===== config.mk =====
export PLATFORM = sky130hd
export DESIGN_NAME = serial_add_ctrl
export DESIGN_NICKNAME = d
export VERILOG_FILES = /design/src/rtl/serial_add_pkg.sv /design/src/rtl/serial_add_byte_adc.sv /design/src/rtl/serial_add_ctrl.sv
export SDC_FILE = /design/constraint.sdc
export NUM_CORES = 1
export LEC_CHECK = 0
export CAP_MARGIN = 5
export CELL_PAD_IN_SITES_DETAIL_PLACEMENT = 0
export CELL_PAD_IN_SITES_GLOBAL_PLACEMENT = 1
export CORE_MARGIN = 3
export CORE_UTILIZATION = 44
export CTS_BUF_LIST = sky130_fd_sc_hd__clkbuf_8
export CTS_CLUSTER_SIZE = 14
export DETAILED_ROUTE_END_ITERATION = 6
export PLACE_DENSITY = 0.89
export SLEW_MARGIN = 30
export SYNTH_ARGS = -nofsm -noshare
export SYNTH_HDL_FRONTEND = slang
export SYNTH_HIERARCHICAL = 1
export SYNTH_SLANG_ARGS = --single-unit

===== constraint.sdc =====
create_clock -name clk -period 4.5 [get_ports clk]
set_clock_uncertainty 0.15 [all_clocks]
set_input_delay 0.675 -clock clk [delete_from_list [all_inputs] [get_ports clk]]
set_output_delay 0.675 -clock clk [all_outputs]
set_load 0.03 [all_outputs]

===== src/rtl/serial_add_pkg.sv =====
// Shared types and constants for the byte-serial adder controller.
package serial_add_pkg;

    localparam int LANE_W = 8;

    typedef enum logic [1:0] {
        IDLE = 2'd0,
        ADD  = 2'd1,
        DONE = 2'd2
    } state_t;

    // Width of a lane index able to address n lanes (at least 1 bit).
    function automatic int clog2(input int n);
        int r;
        r = 0;
        for (int i = 0; i < 31; i++) begin
            if ((1 << i) < n) begin
                r = i + 1;
            end
        end
        return (r < 1) ? 1 : r;
    endfunction

endpackage


===== src/rtl/serial_add_byte_adc.sv =====
// byte_adc: one byte lane of the serial adder, 8-bit add with carry-in.
// An 8-bit carry-select slice (two nibbles, upper nibble precomputed for both
// incoming carries) produces a+b; the lane carry-in then selects between that
// result and the result plus one. Purely combinational.
module byte_adc
    import serial_add_pkg::*;
(
    input  logic [LANE_W-1:0] a,
    input  logic [LANE_W-1:0] b,
    input  logic              cin,
    output logic [LANE_W-1:0] s,
    output logic              cout
);

    logic [4:0] lo;
    logic [4:0] hi0;
    logic [4:0] hi1;
    logic [8:0] slice_sum;
    logic [8:0] slice_inc;

    // Carry-select slice for a+b, then the +1 select driven by cin.
    always_comb begin
        lo        = {1'b0, a[3:0]} + {1'b0, b[3:0]};
        hi0       = {1'b0, a[7:4]} + {1'b0, b[7:4]};
        hi1       = hi0 + 5'd1;
        slice_sum = lo[4] ? {hi1, lo[3:0]} : {hi0, lo[3:0]};
        slice_inc = slice_sum + 9'd1;
        {cout, s} = cin ? slice_inc : slice_sum;
    end

endmodule


===== src/rtl/serial_add_ctrl.sv =====
// serial_add_ctrl: adds two NBYTES-wide operands one byte lane per cycle,
// LSB lane first, with the inter-lane carry held in a register.
// Optional build macro SERIAL_ADD_SUB_EN adds a `sub` input that turns the
// operation into a - b (B lanes inverted, initial carry 1).
//
// Handshake: start is a request that is taken only while busy is low (IDLE);
// a, b (and sub) are captured on that edge and later changes are ignored.
// There is no ready back-pressure on the result: done pulses for one cycle
// when sum/carry are final, and they hold until the next accepted start.
module serial_add_ctrl
    import serial_add_pkg::*;
#(
    parameter  int NBYTES = 4,
    localparam int W      = 8 * NBYTES
) (
    input  logic         clk,
    input  logic         rst_n,
    input  logic         start,
    input  logic [W-1:0] a,
    input  logic [W-1:0] b,
`ifdef SERIAL_ADD_SUB_EN
    input  logic         sub,
`endif
    output logic         busy,
    output logic         done,
    output logic [W-1:0] sum,
    output logic         carry
);

    localparam int            IW   = clog2(NBYTES);
    localparam logic [IW-1:0] LAST = IW'(NBYTES - 1);

    state_t              state;
    state_t              state_nxt;
    logic   [IW-1:0]     idx;
    logic   [W-1:0]      a_reg;
    logic   [W-1:0]      b_reg;
    logic                c_reg;
    logic   [LANE_W-1:0] a_lane;
    logic   [LANE_W-1:0] b_lane;
    logic   [LANE_W-1:0] lane_s;
    logic                lane_c;
    logic                accept;
    logic                cin_init;

    assign accept = (state == IDLE) && start;

`ifdef SERIAL_ADD_SUB_EN
    logic sub_reg;

    // Subtract mode captured with the operands; held for the whole operation.
    always_ff @(posedge clk or negedge rst_n) begin
        if (!rst_n) begin
            sub_reg <= 1'b0;
        end else if (accept) begin
            sub_reg <= sub;
        end
    end

    assign cin_init = sub;
    assign b_lane   = sub_reg ? ~b_reg[int'(idx)*LANE_W +: LANE_W]
                              :  b_reg[int'(idx)*LANE_W +: LANE_W];
`else
    assign cin_init = 1'b0;
    assign b_lane   = b_reg[int'(idx)*LANE_W +: LANE_W];
`endif

    assign a_lane = a_reg[int'(idx)*LANE_W +: LANE_W];

    byte_adc u_lane (
        .a    (a_lane),
        .b    (b_lane),
        .cin  (c_reg),
        .s    (lane_s),
        .cout (lane_c)
    );

    // State register.
    always_ff @(posedge clk or negedge rst_n) begin
        if (!rst_n) begin
            state <= IDLE;
        end else begin
            state <= state_nxt;
        end
    end

    // Next-state logic and status outputs decoded from the state.
    always_comb begin
        state_nxt = state;
        busy      = 1'b0;
        done      = 1'b0;
        case (state)
            IDLE: begin
                if (start) begin
                    state_nxt = ADD;
                end
            end
            ADD: begin
                busy = 1'b1;
                if (idx == LAST) begin
                    state_nxt = DONE;
                end
            end
            DONE: begin
                busy      = 1'b1;
                done      = 1'b1;
                state_nxt = IDLE;
            end
            default: state_nxt = IDLE;
        endcase
    end

    // Operand capture on accept, then one result lane and carry per ADD cycle.
    always_ff @(posedge clk or negedge rst_n) begin
        if (!rst_n) begin
            a_reg <= '0;
            b_reg <= '0;
            sum   <= '0;
            carry <= 1'b0;
            c_reg <= 1'b0;
            idx   <= '0;
        end else if (accept) begin
            a_reg <= a;
            b_reg <= b;
            sum   <= '0;
            carry <= 1'b0;
            c_reg <= cin_init;
            idx   <= '0;
        end else if (state == ADD) begin
            sum[int'(idx)*LANE_W +: LANE_W] <= lane_s;
            c_reg <= lane_c;
            if (idx == LAST) begin
                carry <= lane_c;
                idx   <= '0;
            end else begin
                idx <= idx + 1'b1;
            end
        end
    end

endmodule


==> Word level (Yosys, flattened, before mapping) <==
Cells that the tools add are included.
{ "op_classes": {"add_sub_neg": 6, "n_eq_ne": 5, "shifts": 4, "muxes": 18, "reduce_logical": 7} }
{ "ops": {"columns": ["operator", "n"], "rows": [
  ["$mux W32", 2],
  ["$shiftx A32 B6 Y8", 2],
  ["$neg A5 Y33", 1],
  ["$shift A8 B33 Y32 const A", 1],
  ["$shiftx A8 B33 Y32", 1],
  ["$bwmux W32", 1],
  ["$mux W9", 2],
  ["$add A4 B4 Y5", 2],
  ["$mux W2", 5],
  ["$add A9 B1 Y9 const B", 1],
  ["$mux W1", 7],
  ["$add A5 B1 Y5 const B", 1],
  ["$eq A2 B2 Y1 const B", 2],
  ["$ne A2 B2 Y1 const B", 2],
  ["$pmux W2 S2", 1],
  ["$reduce_and A2 Y1", 2],
  ["$reduce_bool A2 Y1", 2],
  ["$add A2 B1 Y2 const B", 1],
  ["$eq A2 B1 Y1 const B", 1],
  ["$logic_not A2 Y1", 1],
  ["$reduce_or A2 Y1", 1],
  ["$logic_and A1 B1 Y1", 1]
]} }
{ "word_totals": {"register_bits": 102, "inputBits": 67, "out_inout_bits": 35, "elab_cells": 47} }

==> Depth between registers and ports, before layout <==
Gate-level depths: netlist of run 1.
{ "logic_depth": {"ltp_word": 10, "mapped_depth": 15} }

==> Cells and area by module <==
Netlist of run 1, hierarchy kept.
{ "modules_own_cells": {"columns": ["module", "n_inst", "cells_each", "area_per_inst_um2", "seq_area_each_um2"], "rows": [
  ["serial_add_ctrl", 1, 277, 4450.5, 2552.4],
  ["byte_adc", 1, 66, 570.5, 0.0]
]} }

==> Worst setup path after synthesis of run 1 <==
OpenSTA, ideal clock, no wires.
{ "synth_path": {"path_type": "register -> register", "startpoint": "register idx[0]", "endpoint": "register sum[6]", "t_arrival_ns": 3.435, "required_ns": 4.277, "path_slack_ns": 0.842, "stages_incl_launch_ff": 14, "period_less_slack_ns": 3.658, "path_cell_list": "dfrtp_1 > buf_4 > mux4_2 > ha_1 > inv_1 > fa_1 > inv_1 > ha_1 > nand2b_1 > a21oi_1 > o211ai_1 > xnor2_1 > or4b_4 > a21oi_2"} }
{ "synth_via": {"elab_chain_cells": 10, "elab_cells_between_ends": 14} }
{ "synth_lines": {"columns": ["element", "line", "source"], "rows": [
  ["from (decl)", "serial_add_ctrl.sv:35", "logic [IW-1:0] idx;"],
  ["from (signal assigned)", "serial_add_ctrl.sv:136", "idx <= idx + 1'b1;"],
  ["$shiftx A32 B6 Y8 *", "serial_add_ctrl.sv:68", "assign a_lane = a_reg[int'(idx)*LANE_W +: LANE_W];"],
  ["net a_lane[4]", "serial_add_ctrl.sv:39", "logic [LANE_W-1:0] a_lane;"],
  ["$add A4 B4 Y5 *", "serial_add_byte_adc.sv:24", "hi0 = {1'b0, a[7:4]} + {1'b0, b[7:4]};"],
  ["$add A5 B1 Y5", "serial_add_byte_adc.sv:25", "hi1 = hi0 + 5'd1;"],
  ["$mux W9 *", "serial_add_byte_adc.sv:26", "slice_sum = lo[4] ? {hi1, lo[3:0]} : {hi0, lo[3:0]};"],
  ["$add A9 B1 Y9", "serial_add_byte_adc.sv:27", "slice_inc = slice_sum + 9'd1;"],
  ["$mux W9 *", "serial_add_byte_adc.sv:28", "{cout, s} = cin ? slice_inc : slice_sum;"],
  ["net lane_s[6]", "serial_add_ctrl.sv:41", "logic [LANE_W-1:0] lane_s;"],
  ["$shiftx A8 B33 Y32 *", "serial_add_ctrl.sv:130", "sum[int'(idx)*LANE_W +: LANE_W] <= lane_s;"],
  ["$bwmux W32 *", "serial_add_ctrl.sv:130", null],
  ["$mux W32 *", "serial_add_ctrl.sv:129", "end else if (state == ADD) begin"],
  ["$mux W32 *", "serial_add_ctrl.sv:122", "end else if (accept) begin"],
  ["to (signal, indexed assignment)", "serial_add_ctrl.sv:130", null],
  ["to (decl)", "serial_add_ctrl.sv:26", "output logic [W-1:0] sum,"]
]} }
The timed path passes the listed nets; every way through them passes the cells marked *. The select of a mux whose other input is x is not followed.
A chain may end at the register's enable or synchronous reset.

==> Final worst setup path of run 1 <==
Ends and elaborated chain as after synthesis.

==> qor.csv, run 1 <==
stage,metric,value,unit
synth,synthCells,343,
cts,clk_latency,0.37,ns
sta,worstMarginPinSlew,0.679,ns
synth,synth_compound_area_share,8.82,%
sta,hold_violations,0,
synth,syn_avg_cell_area,14.6,um^2
sta,tns,0,ns
run_status,status,finished clean,
routing,wl_per_cell,18.1,um
sta,slew_headroom,54.7,%
routing,drc_errors,0,
setup_path,critPathArrivalTime,4.11,ns
cts,cts_buffers,9,
final_layout,fillers,889,
synth,yosysTopAreaCell,dfrtp_1,
hold_path,hold_class,in2async,
routing,num_vias,3210,
cts,cts.clk_slew.worst_paths,0.10,ns
flow_run,drv_cap,0,
cts,clock-sinks,102,
sta,hold_ws,0.157,ns
final_layout,areaGrowthSynthToFinish,26.2,%
cts,cts_buffer_depth,2,
routing,drtIter0Drc,199,
synth,yosys_most_used_dff,dfrtp_1,
synth,synth_top_area_share,50.8,%
final_layout,final_layout_size_suffix_gt1_share,25.9,%
power,peakVddDrop,0.559,mV
synth,syn-num-nets,433,
routing,routed_wl,10.7,mm
synth,yosysMostFrequentCell,dfrtp_1,
routing,detail_route.first_pass.iterations,4,
cts,cts_setup_buffers,0,
sta,setup_viol,0,
cts,postCtsHoldBufs,0,
routing,drt.antenna.violating_nets,0,
floorplan,die_w,113,um
synth,synth_area,5020,um^2
setup_path,reg2regPathDepth,12,
global_route,grt_util_all_layers,17.3,%
synth,synth-edff-count,0,
global_route,grt_pass1_wl,17.3,mm
floorplan,io_pins,102,
floorplan,placementRows,38,
setup_path,r2r-start,idx[0]$_DFFE_PN0P_,
setup_path,timing.rr.end,sum[6]$_DFFE_PN0P_,
placed_design,hpwl,7.97,mm
synth,synth_top_family_by_area,multiplexers,
synth,synth_seq_area_share,50.8,%
global_route,gr-total-overflow,0,
synth,ys_top_cells_by_area,"dfrtp_1 51%, mux2_2 14%, mux4_2 7.2%",
synth,ys_seq_elements,102,
floorplan,fp.dieH,113,um
sta,fin_crit_sh,88.0,%
power,totalPowerFinal,5370,uW
synth,synthArstFlopShare,100,%
global_route,grt_pass1_vias,3392,
setup_path,startpoint_type,flip-flop,
setup_path,critPathLaunch,idx[0]$_DFFE_PN0P_,
power,power.leakage,0.00267,uW
floorplan,initial_core_util,45.7,%
sta,fmax,253,MHz
setup_path,r2r_slack,0.54,ns
final_layout,fin_nets,536,
synth,ys_types,44,
setup_path,worst_setup_path_end_kind,flip-flop,
cts,htreeDepth,3,
setup_path,cp_data_required_time,4.65,ns
final_layout,diodes,0,
power,powerDensity,848,nW/um^2
routing,avgViaCountPerCell,5.43,
cts,root_buffer,clkbuf_8,
cts,cts_resized,0,
synth,synth-warning-count,6,
placed_design,io_buffers,101,
synth,synthMuxAreaShare,22.6,%
cts,cts_tree,done,
global_route,grt_max_degree,79,
placed_design,place.gp.congestion,0.769,
synth,synth_common_cells,"102 x dfrtp_1, 64 x mux2_2, 30 x a22o_1",
synth,synth_xor_area_share,3.34,%
sta,drv_slew,0,
floorplan,core_area,11000,um^2
synth,synthSimpleGateAreaFrac,5.13,%
floorplan,dieArea,12700,um^2
setup_path,path_class,reg2reg,
global_route,antenna_found_initial,0,
sta,rsz0062_at_grt,no,
sta,min_period,3.96,ns
setup_path,crit_fanout,18,
synth,synth_fa_ha_area_share,6.03,%
final cells by class:
type | instances | area, um^2 | share of cell area [%]
Clock buffer | 9 | 124 | 1.95
Clock inverter | 7 | 72.6 | 1.15
Inverter | 11 | 41.3 | 0.652
Multi-Input combinational cell | 216 | 2310 | 36.4
Sequential cell | 102 | 2550 | 40.3
Tap cell | 140 | 175 | 2.76
Timing Repair Buffer | 106 | 1060 | 16.8
cells by family (layout without fill, tap and decap cells):
group / Yosys count / after routing
flip-flops: 102 / 102
XOR/XNOR: 15 / 15
AND/OR/NAND/NOR: 38 / 38
multiplexers: 85 / 85
buffers and inverters: 25 / 133
adder cells (fa/ha/maj): 23 / 23
AO/OA/AOI/OAI: 55 / 55
layer usage:
metal | track usage [%] | share of wire, %
met4 | 4.33 | 0.97
met2 | 27.2 | 47
met5 | 0 | 0
met1 | 24.5 | 46
met3 | 3.80 | 5.5
critical path: stages, from the launching register on:
cell and delay, ns:
dfrtp_2 0.76, mux4_2 0.58, ha_1 0.23, inv_1 0.07, fa_1 0.43, inv_1 0.11
ha_1 0.16, nand2b_1 0.08, a21oi_1 0.21, o211ai_1 0.12, xnor2_1 0.35, or4b_4 0.51
a21oi_2 0.13
through the flow:
step / instances / utilization (%) / worst slack, ns / instance area, um^2
finish: 591 / 57.7 / 0.540 / 6340
global route: 591 / 57.7 / 0.275 / 6340
CTS: 590 / 57.5 / 0.507 / 6310
detailed placement: 574 / 55.7 / 0.516 / 6120
global placement: 574 / 55.7 / 0.632 / 6120
floorplan: 343 / - / 0.842 / 5020
how the worst max path moves through the flow:
stage | end | cells after the start
detailed placement | sum[6]$_DFFE_PN0P_ | 12
global placement | sum[6]$_DFFE_PN0P_ | 12
CTS | sum[6]$_DFFE_PN0P_ | 12
finish | sum[6]$_DFFE_PN0P_ | 12
floorplan | sum[6]$_DFFE_PN0P_ | 13
global route | sum[6]$_DFFE_PN0P_ | 12
layout by cell type (no fill, tap or decap), types with 3 or more instances in the layout:
master | netlist | final
buf_4 | 1 | 4
mux2_1 | 3 | 3
a21oi_2 | 5 | 5
mux4_2 | 16 | 16
nand2b_1 | 3 | 3
xor2_1 | 6 | 6
nor2_1 | 8 | 8
a22o_1 | 30 | 30
mux2_2 | 64 | 64
dfrtp_1 | 102 | 101
inv_1 | 11 | 12
nand3_1 | 4 | 4
ha_1 | 21 | 21
nor4_4 | 3 | 3
clkdlybuf4s50_1 | 0 | 100
xnor2_1 | 6 | 6
nand2_1 | 8 | 8
clkbuf_8 | 0 | 9
a21oi_1 | 10 | 10
where the power goes:
part	internal [uW]	switching, uW
Clock	259	324
Combinational	1510	1780
Sequential	1270	236
Total	3030	2340
Note: power is estimated with default switching activity, not from simulation.
==> inputs of run 2 (changes only) <==
- SKIP_LAST_GASP: unset -> 1
==> results of run 2 <==
No change in the layout: final DEF, timing and power equal those of run 1.
==> inputs of run 3 (changes only) <==
- RECOVER_POWER: unset -> 50
==> run 3 against run 2 <==
  * The flow now finishes with violations (capacitance limit, slew limit)
  * Sequential power barely moved
  * Core utilization down 0.057 points
  * Wire length is the same
  * Final cell count unchanged
  * Global-route usage unchanged
  * Combinational power about the same
  * Critical path type unchanged
  * Critical endpoint unchanged
==> qor.csv, run 3 (synthesis results as in run 1) <==
stage,metric,value,unit,change
placed_design,dpl-instance-area,6120,um^2,unchanged
cts,cts_setup_buffers,0,,unchanged
placed_design,hpwl,7.97,mm,unchanged
cts,cts_resized,0,,unchanged
cts,cts.clk_slew.worst_paths,0.10,ns,about the same
routing,wl_per_cell,18.1,um,unchanged
setup_path,crit_fanout,18,,unchanged
setup_path,startpoint_type,flip-flop,,unchanged
sta,fin_crit_sh,88.2,%,was 88.0%
sta,setup_slack,0.529,ns,was 0.540 ns
routing,routed_wl,10.7,mm,unchanged
run_status,status,"finished, violations left",,was finished clean
sta,tns,0,ns,unchanged
cts,cts_tree,done,,unchanged
power,p_switching,2330,uW,was 2340 uW
power,powerDensity,848,nW/um^2,about the same
final_layout,areaGrowthSynthToFinish,26.1,%,was 26.2%
sta,hold_violations,0,,unchanged
hold_path,hold_class,in2async,,unchanged
power,p_sw_share,43.4,%,was 43.6%
setup_path,r2r_slack,0.53,ns,was 0.54 ns
sta,min_period,3.97,ns,was 3.96 ns
setup_path,cp_data_required_time,4.62,ns,was 4.65 ns
power,peakVddDrop,0.556,mV,was 0.559 mV
power,p_seq_share,28.0,%,about the same
global_route,grt_pass1_vias,3392,,unchanged
setup_path,path_class,reg2reg,,unchanged
sta,setup_viol,0,,unchanged
routing,drt.antenna.violating_nets,0,,unchanged
run_status,violations,"capacitance limit, slew limit",,
sta,slew_headroom,-67.0,%,was 54.7%
cts,htreeDepth,3,,unchanged
routing,num_vias,3206,,"was 3,210"
floorplan,core_area,11000,um^2,unchanged
placed_design,io_buffers,101,,unchanged
floorplan,initial_core_util,45.7,%,unchanged
final_layout,final_layout_size_suffix_gt1_share,25.5,%,was 25.9%
floorplan,dieArea,12700,um^2,unchanged
final_layout,final_common_cell,dfrtp_1,,unchanged
final_layout,final_area,6330,um^2,was 6340 um^2
placed_design,dp_slack,0.516,ns,unchanged
final_layout,fin_nets,536,,unchanged
global_route,grt_max_degree,79,,unchanged
routing,drc_errors,0,,unchanged
global_route,grt_util_all_layers,17.3,%,unchanged
routing,detail_route.first_pass.iterations,4,,unchanged
routing,avgViaCountPerCell,5.42,,was 5.43
sta,rsz0062_at_grt,no,,unchanged
flow_run,drv_cap,2,,was 0
global_route,antenna_found_initial,0,,unchanged
setup_path,critPathArrivalTime,4.09,ns,was 4.11 ns
floorplan,die_w,113,um,unchanged
cts,root_buffer,clkbuf_8,,unchanged
sta,fmax,252,MHz,was 253 MHz
power,pwr-share-clk,10.9,%,about the same
floorplan,io_pins,102,,unchanged
routing,drtIter0Drc,167,,was 199
global_route,grt_pass1_wl,17.3,mm,unchanged
cts,clock-sinks,102,,unchanged
placed_design,place.gp.congestion,0.769,,unchanged
cts,postCtsHoldBufs,0,,unchanged
power,power.leakage,0.00267,uW,about the same
final_layout,diodes,0,,unchanged
global_route,gr-total-overflow,0,,unchanged
final_layout,final_cell_mix,"101 x dfrtp_1, 99 x clkdlybuf4s50_1, 64 x mux2_2",,"was 101 x dfrtp_1, 100 x clkdlybuf4s50_1, 64 x mux2_2"
floorplan,fp.dieH,113,um,unchanged
setup_path,worst_setup_path_end_kind,flip-flop,,unchanged
sta,worstMarginPinSlew,2.50,ns,was 0.679 ns
sta,drv_slew,64,,was 0
cts,cts_buffers,9,,unchanged
cts,cts_buffer_depth,2,,unchanged
floorplan,placementRows,38,,unchanged
power,power.internal,3040,uW,was 3030 uW
power,comb_power_share,61.2,%,about the same
cts,clk_latency,0.37,ns,about the same
[run 3: cell count changes in the layout (fill, tap and decap cells not counted)]
cell / delta
and2_4: -1
and2_0: +1
clkdlybuf4s50_1: -1
buf_4: -1
dlygate4sd3_1: +1
clkbuf_1: +1
[run 3: layout make-up]
| type | count | area, um^2 |
|---|---|---|
| multi-input combinational | 216 | 2310 |
| timing repair buffer | 106 | 1060 |
| inverter | 11 | 41.3 |
| tap | 140 | 175 |
| clock buffer | 9 | 124 |
| clock inverter | 7 | 72.6 |
| sequential | 102 | 2550 |
| fill | 890 | 4650 |
[run 3: worst paths after layout]
path	cells past startpoint	end	startpoint
max in group asynchronous	2	b_reg[23]$_DFFE_PN0P_	rst_n
worst min register to register	1	a_reg[0]$_DFFE_PN0P_	a_reg[0]$_DFFE_PN0P_
min in group clk	1	a_reg[0]$_DFFE_PN0P_	a_reg[0]$_DFFE_PN0P_
worst min-delay path	1	b_reg[13]$_DFFE_PN0P_	rst_n
worst max register to register	12	sum[6]$_DFFE_PN0P_	idx[0]$_DFFE_PN0P_
worst max-delay path	12	sum[6]$_DFFE_PN0P_	idx[0]$_DFFE_PN0P_
[run 3: metrics by stage]
stage | std cells | util (%) | hold slack (ns) | total power (uW)
floorplan | 343 | - | 0.229 | 4000
finish | 591 | 57.6 | 0.158 | 5370
global placement | 574 | 55.7 | 0.322 | 4680
global route | 591 | 57.6 | 0.196 | 5780
CTS | 590 | 57.5 | 0.321 | 5400
detailed placement | 574 | 55.7 | 0.342 | 4810
[run 3: power groups by stage]
stage	registers, uW	logic, uW	clock network (uW)
2_1_floorplan	1480	2520	0
3_3_place_gp	1510	3180	0
3_5_place_dp	1530	3280	0
4_1_cts	1510	3290	599
5_1_grt	1560	3590	637
6_report	1500	3290	584
[run 3: critical path, cell delays in order (launching register included)]
cell      delay, ns
dfrtp_2        0.75
mux4_2         0.58
ha_1           0.23
inv_1          0.07
fa_1           0.43
inv_1          0.11
ha_1           0.16
nand2b_1       0.08
a21oi_1        0.20
o211ai_1       0.12
xnor2_1        0.34
or4b_4         0.51
a21oi_2        0.13
[run 3: per-layer routing]
layer / vias up / GRT usage (%) / wire length, um
li1: 1478 / - / -
met1: 1632 / 24.5 / 4930
met2: 89 / 27.2 / 5080
met3: 7 / 3.80 / 600
met4: 0 / 4.33 / 57
met5: - / 0 / 0
